==> config.mk <==
export PLATFORM = sky130hd
export DESIGN_NAME = i2c_target_flat
export DESIGN_NICKNAME = d
export VERILOG_FILES = /design/src/rtl/i2c_pkg.sv /design/src/rtl/i2c_target_if.sv /design/src/rtl/i2c_bus_sync.sv /design/src/rtl/i2c_target.sv /design/src/flat_wrapper.sv
export SDC_FILE = /design/constraint.sdc
export NUM_CORES = 1
export LEC_CHECK = 0
export BUFFER_PORTS_ARGS = -buffer_cell sky130_fd_sc_hd__buf_2
export CORE_MARGIN = 2
export CORE_UTILIZATION = 57
export CTS_CLUSTER_DIAMETER = 80
export DETAILED_ROUTE_END_ITERATION = 10
export PLACE_DENSITY = 0.81
export SKIP_CTS_REPAIR_TIMING = 1
export SLEW_MARGIN = 20
export SYNTH_ARGS = -nofsm -noshare
export SYNTH_HDL_FRONTEND = slang
export SYNTH_HIERARCHICAL = 1
export SYNTH_SLANG_ARGS = --single-unit
==> constraint.sdc <==
create_clock -name clk -period 2.4 [get_ports clk]
set_input_delay 0.12 -clock clk [delete_from_list [all_inputs] [get_ports clk]]
set_output_delay 0.12 -clock clk [all_outputs]
set_load 0.02 [all_outputs]
==> src/rtl/i2c_pkg.sv <==
// Shared I2C/SCCB definitions: FSM state encoding, SCCB address constants and
// small helpers used by both the target and the initiator.
package i2c_pkg;

  localparam logic [6:0] SCCB_ADDR    = 7'h21;
  localparam logic [7:0] SCCB_WR_BYTE = {SCCB_ADDR, 1'b0};
  localparam logic [7:0] SCCB_RD_BYTE = {SCCB_ADDR, 1'b1};

  localparam int                   BIT_CNT_W = 4;
  localparam logic [BIT_CNT_W-1:0] BYTE_BITS = 4'd8;
  localparam logic [BIT_CNT_W-1:0] LAST_BIT  = 4'd7;

  typedef enum logic [2:0] {
    ST_IDLE,
    ST_ADDR,
    ST_ADDR_ACK,
    ST_WR_BYTE,
    ST_WR_ACK,
    ST_RD_BYTE,
    ST_RD_ACK,
    ST_IGNORE
  } i2c_state_t;

  // The 7-bit address occupies the upper bits of the first byte; bit 0 is R/W.
  function automatic logic addr_match(input logic [7:0] addr_byte,
                                      input logic [6:0] dev_addr);
    return addr_byte[7:1] == dev_addr;
  endfunction

endpackage

==> src/rtl/i2c_target_if.sv <==
// Bus pins and user-side byte handshake of the I2C target, grouped as one bundle.
interface i2c_target_if;

  logic       scl_i;
  logic       sda_i;
  logic       sda_oe;
  logic       wr_ack_en;
  logic       wr_valid;
  logic [7:0] wr_data;
  logic       rd_req;
  logic [7:0] rd_data;
  logic       start_det;
  logic       stop_det;
  logic       busy;

  modport slave (
    input  scl_i, sda_i, wr_ack_en, rd_data,
    output sda_oe, wr_valid, wr_data, rd_req, start_det, stop_det, busy
  );

  modport master (
    output scl_i, sda_i, wr_ack_en, rd_data,
    input  sda_oe, wr_valid, wr_data, rd_req, start_det, stop_det, busy
  );

endinterface

==> src/rtl/i2c_bus_sync.sv <==
// Brings SCL/SDA into the clk domain and flags SCL edges plus START/STOP.
module i2c_bus_sync #(
  parameter int SYNC_STAGES = 2
) (
  input  logic clk,
  input  logic rst,
  input  logic scl_i,
  input  logic sda_i,
  output logic sda,
  output logic scl_rise,
  output logic scl_fall,
  output logic start_cond,
  output logic stop_cond
);

  logic [SYNC_STAGES-1:0] scl_pipe;
  logic [SYNC_STAGES-1:0] sda_pipe;
  logic                   scl_prev;
  logic                   sda_prev;
  logic                   scl_s;

  // Reset to 1 so an idle bus produces no edges when reset is released.
  always_ff @(posedge clk) begin
    if (rst) begin
      scl_pipe <= '1;
      sda_pipe <= '1;
      scl_prev <= 1'b1;
      sda_prev <= 1'b1;
    end else begin
      scl_pipe[0] <= scl_i;
      sda_pipe[0] <= sda_i;
      for (int i = 1; i < SYNC_STAGES; i++) begin
        scl_pipe[i] <= scl_pipe[i-1];
        sda_pipe[i] <= sda_pipe[i-1];
      end
      scl_prev <= scl_pipe[SYNC_STAGES-1];
      sda_prev <= sda_pipe[SYNC_STAGES-1];
    end
  end

  assign scl_s      = scl_pipe[SYNC_STAGES-1];
  assign sda        = sda_pipe[SYNC_STAGES-1];
  assign scl_rise   = scl_s & ~scl_prev;
  assign scl_fall   = ~scl_s & scl_prev;
  assign start_cond = scl_s & scl_prev & sda_prev & ~sda;
  assign stop_cond  = scl_s & scl_prev & ~sda_prev & sda;

endmodule

==> src/rtl/i2c_target.sv <==
// I2C/SCCB target: receives write bytes and serves read bytes through a
// one-pulse handshake, driving SDA open-drain via sda_oe.
module i2c_target
  import i2c_pkg::*;
#(
  parameter logic [6:0] DEV_ADDR    = SCCB_ADDR,
  parameter int         SYNC_STAGES = 2
) (
  input logic         clk,
  input logic         rst,
  i2c_target_if.slave bus
);

  logic sda;
  logic scl_rise;
  logic scl_fall;
  logic start_cond;
  logic stop_cond;

  i2c_state_t           state, state_n;
  logic [BIT_CNT_W-1:0] bit_cnt, bit_cnt_n;
  logic [BIT_CNT_W-1:0] cnt_inc;
  logic                 bit_done;
  logic [7:0]           shift_reg, shift_n;
  logic                 rw_flag, rw_n;
  logic                 ack_flag, ack_n;
  logic                 sda_oe_r, sda_oe_n;
  logic                 busy_r, busy_n;
  logic [7:0]           wr_data_r, wr_data_n;
  logic                 wr_valid_r, wr_valid_n;
  logic                 rd_req_r, rd_req_n;
  logic                 start_det_r, stop_det_r;

  i2c_bus_sync #(
    .SYNC_STAGES(SYNC_STAGES)
  ) u_sync (
    .clk       (clk),
    .rst       (rst),
    .scl_i     (bus.scl_i),
    .sda_i     (bus.sda_i),
    .sda       (sda),
    .scl_rise  (scl_rise),
    .scl_fall  (scl_fall),
    .start_cond(start_cond),
    .stop_cond (stop_cond)
  );

  assign bit_done = (bit_cnt == BYTE_BITS);
  assign cnt_inc  = bit_done ? bit_cnt : bit_cnt + 4'd1;

  always_ff @(posedge clk) begin
    if (rst) begin
      state       <= ST_IDLE;
      bit_cnt     <= '0;
      shift_reg   <= '0;
      rw_flag     <= 1'b0;
      ack_flag    <= 1'b0;
      sda_oe_r    <= 1'b0;
      busy_r      <= 1'b0;
      wr_data_r   <= '0;
      wr_valid_r  <= 1'b0;
      rd_req_r    <= 1'b0;
      start_det_r <= 1'b0;
      stop_det_r  <= 1'b0;
    end else begin
      state       <= state_n;
      bit_cnt     <= bit_cnt_n;
      shift_reg   <= shift_n;
      rw_flag     <= rw_n;
      ack_flag    <= ack_n;
      sda_oe_r    <= sda_oe_n;
      busy_r      <= busy_n;
      wr_data_r   <= wr_data_n;
      wr_valid_r  <= wr_valid_n;
      rd_req_r    <= rd_req_n;
      start_det_r <= start_cond;
      stop_det_r  <= stop_cond;
    end
  end

  // START/STOP override bit handling; otherwise bits are taken on SCL rise
  // and SDA drive only moves on SCL fall.
  always_comb begin
    state_n    = state;
    bit_cnt_n  = bit_cnt;
    shift_n    = shift_reg;
    rw_n       = rw_flag;
    ack_n      = ack_flag;
    sda_oe_n   = sda_oe_r;
    busy_n     = busy_r;
    wr_data_n  = wr_data_r;
    wr_valid_n = 1'b0;
    rd_req_n   = 1'b0;

    if (start_cond) begin
      state_n   = ST_ADDR;
      bit_cnt_n = '0;
      sda_oe_n  = 1'b0;
      busy_n    = 1'b0;
    end else if (stop_cond) begin
      state_n   = ST_IDLE;
      bit_cnt_n = '0;
      sda_oe_n  = 1'b0;
      busy_n    = 1'b0;
    end else begin
      case (state)
        ST_IDLE: begin
          sda_oe_n = 1'b0;
        end

        ST_ADDR: begin
          if (scl_rise) begin
            shift_n   = {shift_reg[6:0], sda};
            bit_cnt_n = cnt_inc;
          end else if (scl_fall && bit_done) begin
            bit_cnt_n = '0;
            if (addr_match(shift_reg, DEV_ADDR)) begin
              state_n  = ST_ADDR_ACK;
              sda_oe_n = 1'b1;
              busy_n   = 1'b1;
              rw_n     = shift_reg[0];
            end else begin
              state_n  = ST_IGNORE;
              sda_oe_n = 1'b0;
            end
          end
        end

        // A read request goes out early so rd_data is ready at the ACK fall.
        ST_ADDR_ACK: begin
          if (scl_rise) begin
            rd_req_n = rw_flag;
          end else if (scl_fall) begin
            bit_cnt_n = '0;
            if (rw_flag) begin
              state_n  = ST_RD_BYTE;
              shift_n  = bus.rd_data;
              sda_oe_n = ~bus.rd_data[7];
            end else begin
              state_n  = ST_WR_BYTE;
              sda_oe_n = 1'b0;
            end
          end
        end

        ST_WR_BYTE: begin
          if (scl_rise) begin
            shift_n   = {shift_reg[6:0], sda};
            bit_cnt_n = cnt_inc;
            if (bit_cnt == LAST_BIT) begin
              wr_data_n  = {shift_reg[6:0], sda};
              wr_valid_n = 1'b1;
            end
          end else if (scl_fall && bit_done) begin
            state_n  = ST_WR_ACK;
            sda_oe_n = bus.wr_ack_en;
            ack_n    = bus.wr_ack_en;
          end
        end

        ST_WR_ACK: begin
          if (scl_fall) begin
            sda_oe_n  = 1'b0;
            bit_cnt_n = '0;
            if (ack_flag) begin
              state_n = ST_WR_BYTE;
            end else begin
              state_n = ST_IGNORE;
              busy_n  = 1'b0;
            end
          end
        end

        ST_RD_BYTE: begin
          if (scl_rise) begin
            bit_cnt_n = cnt_inc;
          end else if (scl_fall) begin
            if (bit_done) begin
              state_n  = ST_RD_ACK;
              sda_oe_n = 1'b0;
              ack_n    = 1'b0;
            end else begin
              shift_n  = {shift_reg[6:0], 1'b0};
              sda_oe_n = ~shift_reg[6];
            end
          end
        end

        ST_RD_ACK: begin
          if (scl_rise) begin
            if (!sda) begin
              rd_req_n = 1'b1;
              ack_n    = 1'b1;
            end else begin
              state_n = ST_IGNORE;
              busy_n  = 1'b0;
            end
          end else if (scl_fall && ack_flag) begin
            state_n   = ST_RD_BYTE;
            bit_cnt_n = '0;
            shift_n   = bus.rd_data;
            sda_oe_n  = ~bus.rd_data[7];
          end
        end

        ST_IGNORE: begin
          sda_oe_n = 1'b0;
        end

        default: begin
          state_n  = ST_IDLE;
          sda_oe_n = 1'b0;
        end
      endcase
    end
  end

  assign bus.sda_oe    = sda_oe_r;
  assign bus.busy      = busy_r;
  assign bus.wr_data   = wr_data_r;
  assign bus.wr_valid  = wr_valid_r;
  assign bus.rd_req    = rd_req_r;
  assign bus.start_det = start_det_r;
  assign bus.stop_det  = stop_det_r;

endmodule

==> src/flat_wrapper.sv <==
// flat-port wrapper written by rule: the top's interface ports become plain ports
module i2c_target_flat import i2c_pkg::*;
#(
  parameter logic [6:0] DEV_ADDR    = SCCB_ADDR,
  parameter int         SYNC_STAGES = 2
)
  (clk, rst, bus_scl_i, bus_sda_i, bus_wr_ack_en, bus_rd_data, bus_sda_oe, bus_wr_valid, bus_wr_data, bus_rd_req, bus_start_det, bus_stop_det, bus_busy);
  i2c_target_if bus_i ();
  input logic clk;
  input logic rst;
  input wire logic [$bits(bus_i.scl_i)-1:0] bus_scl_i;
  input wire logic [$bits(bus_i.sda_i)-1:0] bus_sda_i;
  input wire logic [$bits(bus_i.wr_ack_en)-1:0] bus_wr_ack_en;
  input wire logic [$bits(bus_i.rd_data)-1:0] bus_rd_data;
  output wire logic [$bits(bus_i.sda_oe)-1:0] bus_sda_oe;
  output wire logic [$bits(bus_i.wr_valid)-1:0] bus_wr_valid;
  output wire logic [$bits(bus_i.wr_data)-1:0] bus_wr_data;
  output wire logic [$bits(bus_i.rd_req)-1:0] bus_rd_req;
  output wire logic [$bits(bus_i.start_det)-1:0] bus_start_det;
  output wire logic [$bits(bus_i.stop_det)-1:0] bus_stop_det;
  output wire logic [$bits(bus_i.busy)-1:0] bus_busy;
  assign bus_i.scl_i = bus_scl_i;
  assign bus_i.sda_i = bus_sda_i;
  assign bus_i.wr_ack_en = bus_wr_ack_en;
  assign bus_i.rd_data = bus_rd_data;
  assign bus_sda_oe = bus_i.sda_oe;
  assign bus_wr_valid = bus_i.wr_valid;
  assign bus_wr_data = bus_i.wr_data;
  assign bus_rd_req = bus_i.rd_req;
  assign bus_start_det = bus_i.start_det;
  assign bus_stop_det = bus_i.stop_det;
  assign bus_busy = bus_i.busy;
  i2c_target #(.DEV_ADDR(DEV_ADDR), .SYNC_STAGES(SYNC_STAGES)) u_core (.clk(clk), .rst(rst), .bus(bus_i));
endmodule
==> out/qor.yml <==
detailed_routing:
  drt-initial-drc-count: 136
  via_per_inst: 5.83
  drc_errors: 0
  drtPass1Iterations: 6
  drt-wirelength-per-cell_um: 14.7
  ant_nets: 0
  routed_wl_mm: 4.58
  vias: 1814
sta:
  slew-limit-headroom_pct: 61.8
  hold_viol: 0
  setup_tns_ns: 0
  final_max_slew_viol_count: 0
  setup_violations: 0
  min_period_ns: 2.11
  fin_worst_skew_ns: 0.0156
  holdWs_ns: 0.162
  tightestPinTransition_ns: 0.572
  min_period_over_period_pct: 87.9
  grt_setup_unrepaired: "false"
  max_freq_ghz: 0.474
job:
  maxCapViolCount: 0
cts:
  cts_max_level: 2
  cts.sinks: 37
  ctsRootBufferMaster: "clkbuf_4"
  numCtsBuffers: 5
  clk_latency_ns: 0.34
  clockBufferDepth: 2
  cts_tree: "yes"
  clk_pin_slew_ns: 0.12
yosys:
  synth-async-reset-ratio_pct: 0
  ys_seq_area_share_pct: 36.8
  synth_fp_nets: 246
  synth_area_per_cell_sq_um: 8.70
  synth-edff-count: 0
  synth-main-ff-cell: "dfxtp_1"
  ys_seq_elements: 37
  ys_warn_count: 6
  synthDistinctLibCells: 52
  synthDominantCellAreaShare_pct: 36.8
  netlist_instances: 231
  synth_top_area_cell: "dfxtp_1"
  ys_top_cells_by_area: "dfxtp_1, mux2i_1, nand2_1"
  syn_area_sq_mm: 0.00201
cells_and_area:
  stdcell_area_sq_mm: 0.00229
  multi_input_area_sq_mm: 0.00117
  fillers: 295
  diodes: 0
  drive_above_1_share_pct: 23.0
  finalNetCount: 279
  layout.cells.non_filler: 311
  area_growth_pct: 13.9
  final-seq-area_sq_um: 741
placement:
  portBuffers: 26
  hpwlAfterDp_mm: 3.19
  place_congestion: 0.971
  place_inst: 301
  placed_cell_area_sq_mm: 0.00220
power_and_ir_drop:
  p_comb_share_pct: 8.3
  leakagePower_nw: 0.982
  clkPwrFrac_pct: 33.0
  p_int_mw: 0.804
  switchingPower_mw: 0.266
  power_switching_share_pct: 24.9
  fin_total_pwr_mw: 1.07
  p_per_area_mw_per_mm2: 467
  sequentialPowerShare_pct: 58.7
  ir_drop_v: 0.000318
outcome:
  status: "finished clean"
grt:
  grt_antenna_before_repair: 0
  grt_pass1_vias: 1631
  grt_pass1_wl_mm: 7.82
  track_usage_pct: 24.3
  grt-ovfl-total: 0
  grt_max_degree: 21
setup_path:
  end_kind: "flip-flop"
  worstSetupStartpointType: "flip-flop"
  worst-setup-path-type: "reg2reg"
  cp_max_fo: 16
  arrival_ns: 2.37
  required_ns: 2.66
die:
  die-area_sq_mm: 0.00402
  die_y_um: 63.4
  ios: 27
  rows: 21
  core_area_sq_mm: 0.00336
  start_util_pct: 59.8
  die_width_um: 63.4
worst_hold_path:
  hp-class: "in2reg"
-- path summary, 6_finish.rpt --
path / start / endpoint / slack (ns) / depth (start not counted)
worst max-delay path: u_core/state[0] / u_core/state[0] / 0.29 / 5
worst min-delay path: bus_rd_data[2] / u_core/shift_reg[2] / 0.16 / 4
worst max register to register: u_core/state[0] / u_core/state[0] / 0.29 / 5
worst min register to register: u_core/u_sync/scl_pipe[0] / u_core/u_sync/scl_pipe[1] / 0.42 / 1
-- area by class of cell --
class / instances / share of cell area, %
clock buffers: 6 / 2.24
multi-input cells: 173 / 51.0
clock inverters: 2 / 0.601
inverters: 9 / 1.48
well taps: 46 / 2.51
flip-flops and latches: 37 / 32.3
repair buffers: 38 / 9.84
-- kinds of logic (layout without fill, tap and decap cells) --
kind of cell | after synthesis | in the layout | share of synthesized area, %
adders and majority gates | 2 | 2 | 1.24
DFF | 37 | 37 | 36.8
AOI/OAI and AO/OA | 45 | 45 | 15.7
and+or+nand+nor | 99 | 99 | 27.3
buffers and inverters | 21 | 55 | 5.10
xor gates and xnor gates | 1 | 1 | 0.436
muxes | 26 | 26 | 13.4
-- per-stage QoR --
stage | setup slack (ns) | utilization (%)
detailed placement | 0.356 | 65.6
finish | 0.289 | 68.1
CTS | 0.330 | 67.5
global route | 0.146 | 68.1
floorplan | 0.457 | -
global placement | 0.378 | 65.6
-- critical path: stages (launching register included) --
cell and delay [ns]:
dfxtp_1 0.69, nand2b_1 0.19, o221a_1 0.33, a2111oi_4 0.47
a211oi_1 0.09, a311oi_1 0.25
-- cells in the final DEF (no fill, tap or decap), types with 3 or more instances in the layout --
| master | netlist | layout |
|---|---|---|
| a211oi_1 | 4 | 4 |
| a21oi_1 | 13 | 13 |
| buf_2 | 6 | 26 |
| buf_4 | 2 | 10 |
| clkbuf_4 | 0 | 5 |
| dfxtp_1 | 37 | 37 |
| inv_1 | 8 | 8 |
| mux2_2 | 7 | 7 |
| mux2i_1 | 19 | 19 |
| nand2_1 | 26 | 26 |
| nand2b_1 | 5 | 5 |
| nand3_1 | 6 | 6 |
| nand3b_1 | 4 | 4 |
| nor2_1 | 25 | 25 |
| nor2b_1 | 6 | 6 |
| nor4_1 | 3 | 3 |
| o21ai_0 | 11 | 11 |
| or2_1 | 7 | 7 |
-- synth_stat cells (3+ instances only) --
| library cell | number |
|---|---|
| nand3_1 | 6 |
| mux2i_1 | 19 |
| nand2_1 | 26 |
| a21oi_1 | 13 |
| mux2_2 | 7 |
| nor2b_1 | 6 |
| dfxtp_1 | 37 |
| a211oi_1 | 4 |
| nand2b_1 | 5 |
| nand3b_1 | 4 |
| inv_1 | 8 |
| nor4_1 | 3 |
| nor2_1 | 25 |
| buf_2 | 6 |
| o21ai_0 | 11 |
| or2_1 | 7 |
-- per-layer routing --
layer  up-vias  global-route usage [%]  part of all wire, %
met5         -                       0                    0
met4         0                    7.88                  1.1
met3         8                    4.82                  7.0
met2        64                    39.3                   48
met1       856                    32.5                   43
li1        886                       -                    -
-- power by group through the flow --
stage | Combinational, mW | Clock [mW] | Sequential, mW
finish | 0.0889 | 0.353 | 0.628
global route | 0.0981 | 0.389 | 0.630
CTS | 0.0851 | 0.361 | 0.628
detailed placement | 0.0845 | 0 | 0.642
global placement | 0.0835 | 0 | 0.642
floorplan | 0.0553 | 0 | 0.639
Power figures use the tool's default switching activity.
